==> config.mk <==
export PLATFORM = sky130hd
export DESIGN_NAME = barrel_shifter_pipe
export DESIGN_NICKNAME = d
export VERILOG_FILES = /design/src/rtl/barrel_shifter_pipe.sv
export SDC_FILE = /design/constraint.sdc
export NUM_CORES = 1
export LEC_CHECK = 0
export ABC_CLOCK_PERIOD_IN_PS = 1300
export CAP_MARGIN = 25
export CORE_AREA = 4 4 65 67
export CTS_CLUSTER_DIAMETER = 40
export DETAILED_ROUTE_END_ITERATION = 10
export DIE_AREA = 0 0 69 71
export HOLD_SLACK_MARGIN = 0.12
export PLACE_DENSITY = 0.77
export SLEW_MARGIN = 40
export SYNTH_ARGS = -nofsm -noshare
export SYNTH_HDL_FRONTEND = slang
export SYNTH_SLANG_ARGS = --single-unit
==> constraint.sdc <==
create_clock -name clk -period 1.3 [get_ports clk]
set_input_delay 0.26 -clock clk [delete_from_list [all_inputs] [get_ports clk]]
set_output_delay 0.26 -clock clk [all_outputs]
set_load 0.02 [all_outputs]
==> src/rtl/barrel_shifter_pipe.sv <==
// barrel_shifter_pipe
// Pipelined barrel shifter supporting rotate-right, rotate-left, logical
// shift-right and arithmetic shift-right. The shift amount is resolved one
// binary-weighted bit per stage: stage k shifts by 2^k when amount bit k is
// set. Every stage is registered, and a single global advance signal moves
// the whole pipe, which gives full valid/ready backpressure.
// WIDTH must be a power of two and at least 2.
module barrel_shifter_pipe #(
   parameter  int WIDTH = 8,
   localparam int AMT_W = $clog2(WIDTH)
) (
   input  logic             clk,
   input  logic             reset_n,
   input  logic             in_valid,
   output logic             in_ready,
   input  logic [WIDTH-1:0] in_data,
   input  logic [AMT_W-1:0] in_amt,
   input  logic [1:0]       in_mode,
   output logic             out_valid,
   input  logic             out_ready,
   output logic [WIDTH-1:0] out_data
);

   localparam int S = AMT_W;

   localparam logic [1:0] MODE_ROR = 2'b00;
   localparam logic [1:0] MODE_ROL = 2'b01;
   localparam logic [1:0] MODE_LSR = 2'b10;
   localparam logic [1:0] MODE_ASR = 2'b11;

   // Shift one operand by a fixed amount in the requested mode. ASR fills
   // with the sign bit captured at the pipe entry, not with the current MSB
   // of the partially shifted word.
   function automatic logic [WIDTH-1:0] shift_stage(
      input logic [WIDTH-1:0] d,
      input logic [1:0]       mode,
      input logic             sign,
      input int unsigned      sh
   );
      logic [2*WIDTH-1:0] dbl;
      logic [WIDTH-1:0]   r;
      dbl = {(2*WIDTH){1'b0}};
      r   = d;
      case (mode)
         MODE_ROR: begin
            dbl = {d, d} >> sh;
            r   = dbl[WIDTH-1:0];
         end
         MODE_ROL: begin
            dbl = {d, d} << sh;
            r   = dbl[2*WIDTH-1:WIDTH];
         end
         MODE_LSR: begin
            dbl = {{WIDTH{1'b0}}, d} >> sh;
            r   = dbl[WIDTH-1:0];
         end
         MODE_ASR: begin
            dbl = {{WIDTH{sign}}, d} >> sh;
            r   = dbl[WIDTH-1:0];
         end
         default: begin
            r = d;
         end
      endcase
      return r;
   endfunction

   // Stage registers and their next-state values
   logic [WIDTH-1:0] data_q [S];
   logic [WIDTH-1:0] data_d [S];
   logic [AMT_W-1:0] amt_q  [S];
   logic [AMT_W-1:0] amt_d  [S];
   logic [1:0]       mode_q [S];
   logic [1:0]       mode_d [S];
   logic [S-1:0]     valid_q;
   logic [S-1:0]     valid_d;
   logic [S-1:0]     sign_q;
   logic [S-1:0]     sign_d;

   // Per-stage source values (stage 0 from the input port, others from the
   // previous stage)
   logic [WIDTH-1:0] src_data [S];
   logic [AMT_W-1:0] src_amt  [S];
   logic [1:0]       src_mode [S];
   logic [S-1:0]     src_valid;
   logic [S-1:0]     src_sign;

   logic adv;

   // Global advance, handshake outputs and output taps from the last stage
   always_comb begin
      adv       = !valid_q[S-1] || out_ready;
      in_ready  = adv;
      out_valid = valid_q[S-1];
      out_data  = data_q[S-1];
   end

   // Select each stage's source; input fields are zeroed on bubbles so that
   // undriven/unknown input data never reaches the data registers
   always_comb begin
      src_valid    = {S{1'b0}};
      src_sign     = {S{1'b0}};
      src_valid[0] = in_valid;
      if (in_valid) begin
         src_data[0] = in_data;
         src_amt[0]  = in_amt;
         src_mode[0] = in_mode;
         src_sign[0] = in_data[WIDTH-1];
      end else begin
         src_data[0] = {WIDTH{1'b0}};
         src_amt[0]  = {AMT_W{1'b0}};
         src_mode[0] = 2'b00;
         src_sign[0] = 1'b0;
      end
      for (int k = 1; k < S; k++) begin
         src_data[k]  = data_q[k-1];
         src_amt[k]   = amt_q[k-1];
         src_mode[k]  = mode_q[k-1];
         src_valid[k] = valid_q[k-1];
         src_sign[k]  = sign_q[k-1];
      end
   end

   // Next-state: on advance every stage loads its source, applying its
   // 2^k shift when amount bit k is set; otherwise everything holds
   always_comb begin
      valid_d = valid_q;
      sign_d  = sign_q;
      for (int k = 0; k < S; k++) begin
         data_d[k] = data_q[k];
         amt_d[k]  = amt_q[k];
         mode_d[k] = mode_q[k];
      end
      if (adv) begin
         valid_d = src_valid;
         sign_d  = src_sign;
         for (int k = 0; k < S; k++) begin
            amt_d[k]  = src_amt[k];
            mode_d[k] = src_mode[k];
            if (src_amt[k][k]) begin
               data_d[k] = shift_stage(src_data[k], src_mode[k], src_sign[k],
                                       32'd1 << k);
            end else begin
               data_d[k] = src_data[k];
            end
         end
      end else begin
         valid_d = valid_q;
         sign_d  = sign_q;
      end
   end

   // Pipeline registers; reset discards every in-flight operand at once
   always_ff @(posedge clk or negedge reset_n) begin
      if (!reset_n) begin
         valid_q <= {S{1'b0}};
         sign_q  <= {S{1'b0}};
         for (int k = 0; k < S; k++) begin
            data_q[k] <= {WIDTH{1'b0}};
            amt_q[k]  <= {AMT_W{1'b0}};
            mode_q[k] <= 2'b00;
         end
      end else begin
         valid_q <= valid_d;
         sign_q  <= sign_d;
         for (int k = 0; k < S; k++) begin
            data_q[k] <= data_d[k];
            amt_q[k]  <= amt_d[k];
            mode_q[k] <= mode_d[k];
         end
      end
   end

endmodule

; ---- Word level (Yosys, flattened, before mapping)
; Cells that the tools add are included.
[word_totals]
regBits = 39
latchBits = 0
mem_bits_rw = 0
mem_bits_ro = 0
output_inout_bits = 10
word_cells = 34
mem_count = 0
[classes]
add_sub_neg = 0
n_mul = 0
n_div = 0
order_cmp = 0
n_eq_ne = 9
shift = 0
muxes = 10
bitwise_logic = 0
reduce_logical = 6
[ops]
columns = operator, count
row1 = $pmux W8 S4, 2
row2 = $mux W8, 4
row3 = $pmux W8 S3, 1
row4 = $eq A2 B2 Y1 const B, 6
row5 = $eq A2 B1 Y1 const B, 3
row6 = $logic_not A2 Y1, 3
row7 = $mux W3, 1
row8 = $mux W2, 1
row9 = $reduce_or A2 Y1, 1
row10 = $logic_not A1 Y1, 1
row11 = $logic_or A1 B1 Y1, 1
row12 = $mux W1, 1

; ---- Longest topological paths before layout
[logic_depth]
ltp_word = 4
ltp_mapped = 5
depth_no_buf = 4

; ---- Worst setup path before layout
; Ideal clock, no wire load.
[synth_path]
kind = reg2reg
start = register valid_q[2]
end = register data_q[23] (netlist name)
setup_ps = 95
t_arrival_ps = 1114
required_time_ps = 1205
setup_slack_ps = 91
path_stages_with_launch = 6
path_buffers = 2
period_less_slack_ps = 1209
cell_sequence = dfrtp_1 > nor2b_2 > buf_2 > buf_2 > nand2_1 > o31ai_1
[synth_via]
elab_chain_len = 2
[synth_lines]
columns = item, line
row1 = start: declaration, 75  ; logic [S-1:0] valid_q;
row2 = start signal: assignment, 156  ; valid_q <= {S{1'b0}};
row3 = start signal: assignment, 164  ; valid_q <= valid_d;
row4 = $logic_not A1 Y1, 92  ; adv = !valid_q[S-1] || out_ready;
row5 = $logic_or A1 B1 Y1, 92
row6 = end signal: indexed assignment, 159  ; data_q[k] <= {WIDTH{1'b0}};
row7 = end signal: indexed assignment, 167  ; data_q[k] <= data_d[k];
row8 = end: declaration, 69  ; logic [WIDTH-1:0] data_q [S];
; Every way passes these cells.
; A chain may end at the register's enable or synchronous reset.

; ---- Final worst setup path
[layout_path]
start = input in_amt[0]
end = register data_q[23] (netlist name)
[layout_via]
elab_chain_len = 2
[layout_lines]
columns = item, line
row1 = start: declaration, 17  ; input logic [AMT_W-1:0] in_amt,
row2 = $mux W3, 104  ; if (in_valid) begin
row3 = $mux W8, 140  ; if (src_amt[k][k]) begin
; Every way passes these cells.

==> impl_metrics.yaml <==
finish:
  final_cell_mix: "50 x nand2_1, 36 x dfrtp_1, 21 x o21ai_0"
  final_common_cell: "nand2_1"
  fillers: 322
  areaGrowthSynthToFinish_pct: 24.1
  post-route-util_pct: 65.0
  nNetsFinal: 253
  final-seq-area_um2: 901
  multiInputGateArea_um2: 881
  diodes: 0
  drive_gt1_share_pct: 14.8
synthesis:
  yosysWarnings: 0
  synthCells: 207
  ys_ff_latch: 36
  synth-edff-count: 0
  yosysUniqueCellTypes: 28
  ys_seq_area_share_pct: 47.3
  synth_area_um2: 1900
  syn-num-nets: 224
  synthArstFlopShare_pct: 100
  ys.flop_type: "dfrtp_1"
  syn_avg_cell_area_um2: 9.19
worst_setup_path:
  worstSetupPathType: "in -> reg"
  r2r_cells: 5
  slowest_delay_ns: 0.48
  reg2reg_to: "data_q[23]"
  end_kind: "flip-flop"
  r2r_start: "valid_q[2]"
  r2r_slack_ns: 0.04
  crit_chain: "clkdlybuf4s50_1 -> clkinv_1 -> o311ai_1 -> o31ai_1"
  start_kind: "primary input"
  cp.required_ns: 1.47
  cp.arrival_ns: 1.43
  crit_fanout: 9
  cp_slowest_cell: "clkdlybuf4s50_1"
clock_network:
  cts_buffers: 5
  clock-root-buffer: "clkbuf_8"
  clockBufferDepth: 2
  clk_latency_ns: 0.29
  cts_sinks: 36
  htree_levels: 2
  path_clk_slew_ns: 0.07
  cts_hold_repair.buffers: 0
  cts_tree: "yes"
  post-cts-setup-buffers: 0
global_routing:
  antenna_found_initial: 0
  grt_pass1_vias: 1455
  grt_max_degree: 39
  grt_overflow: 0
  grt_pass1_wl_um: 6410
  grtUsageTotal_pct: 16.2
pwr:
  p_per_area_nw_per_um2: 1630
  ir_worst_vdd_mv: 0.807
  leakage_nw: 1.13
placed_design:
  preCtsSetupSlack_ns: -0.391
  io_buffers: 26
  hpwlAfterDp_um: 2680
  gp_congestion: 0.791
outcome:
  outcome: "finished, final reports clean"
sta:
  fin_setup_tns_ns: 0
  rsz0062_at_grt: "true"
  worstMarginPinSlew_ns: 0.388
  period_share_pct: 97.2
  whs_ns: 0.333
  setup_viol: 0
  min_period_ns: 1.26
  timing.fmax_mhz: 791
  finalMaxSlewViolations: 0
  hold_viol: 0
  fin_skew_ns: 0.00666
  final.setup.worst_slack_ns: 0.0365
  maxSlewHeadroom_pct: 74.2
detailed_routing:
  via_per_inst: 5.41
  drtIter0Drc: 127
  drt_first_pass_iters: 4
  drc: 0
  via_count: 1541
  ant_nets: 0
  wire_per_inst_um: 13.6
  drt_wl_total_um: 3870
floorplan:
  core_um2: 3630
  io_pins: 27
  die_area_um2: 4900
  initial_utilization_pct: 52.4
  die-width_um: 69
  die_h_um: 71
  row_count: 22
min_path:
  hold_path.class: "in -> async"
job:
  max-cap-violations: 0
==> through the flow <==
step / instance area (um^2) / std cells / power [mW]
finish: 2360 / 285 / 3.84
global route: 2360 / 285 / 4.10
CTS: 2320 / 285 / 3.84
detailed placement: 2230 / 277 / 3.10
global placement: 2230 / 277 / 3.05
floorplan: 1900 / 207 / 2.70
==> per-layer routing <==
metal | GRT usage (%) | routed length [um] | vias to the layer above
li1 | - | - | 773
met1 | 17.2 | 1590 | 724
met2 | 29.9 | 2020 | 36
met3 | 4.40 | 193 | 8
met4 | 7.16 | 75 | 0
met5 | 0 | 0 | -
==> cells by family (layout without fill, tap and decap cells) <==
group	Yosys count	after routing	share of synthesized area [%]
AOI/OAI and AO/OA	49	49	16.9
DFF	36	36	47.3
muxes	12	12	6.64
buffers and inverters	25	55	7.63
and+or+nand+nor	85	85	21.5
==> how the worst max path moves through the flow <==
stage | start | to
floorplan | valid_q[2] | data_q[23]
finish | in_amt[0] | data_q[23]
global route | in_amt[0] | data_q[23]
CTS | valid_q[2] | data_q[12]
detailed placement | out_ready | in_ready
global placement | out_ready | in_ready
==> layout make-up <==
cell class / count / share of cell area (%)
clock buffer: 7 / 3.66
timing repair buffer: 43 / 17.4
inverter: 4 / 0.636
sequential: 36 / 38.2
tap: 48 / 2.54
clock inverter: 1 / 0.318
multi-input combinational: 146 / 37.3
==> power breakdown <==
group | switching [mW] | internal [mW] | total, mW
clock | 0.391 | 0.430 | 0.821
sequential | 0.256 | 1.46 | 1.71
combinational | 0.715 | 0.589 | 1.30
total | 1.36 | 2.48 | 3.84
==> synth_stat cells, drive strengths merged (2+ instances only) <==
cell type	number	area, um^2
a211oi	7	52.6
a221oi	2	30.0
and3	4	25.0
and3b	7	61.3
buf	18	119
clkbuf	3	11.3
clkinv	2	7.51
dfrtp	36	901
inv	2	7.50
mux2	2	26.3
mux2i	10	100
nand2	51	191
nand2b	7	43.8
nand3	12	60.1
nor2b	2	15.0
o211ai	13	97.6
o21ai	24	120
==> worst max-delay path: cells and delay by family <==
kind            cells  cell delay (ns)
compound gates      2             0.48
buf+inv             2             0.70
==> state kept, by name (all words and copies together), names as in the netlist <==
name	count
amt_q	3
data_q	16
mode_q	4
out_data	8
sign_q	2
valid_q	3
==> repair_timing <==
action / 4_1_cts / 5_1_grt
pin swaps: 0 / 2
gates cloned: 0 / 0
resized for setup: 13 / 14
setup endpoints to repair: 20 / 21
Note: power is estimated with default switching activity, not from simulation.
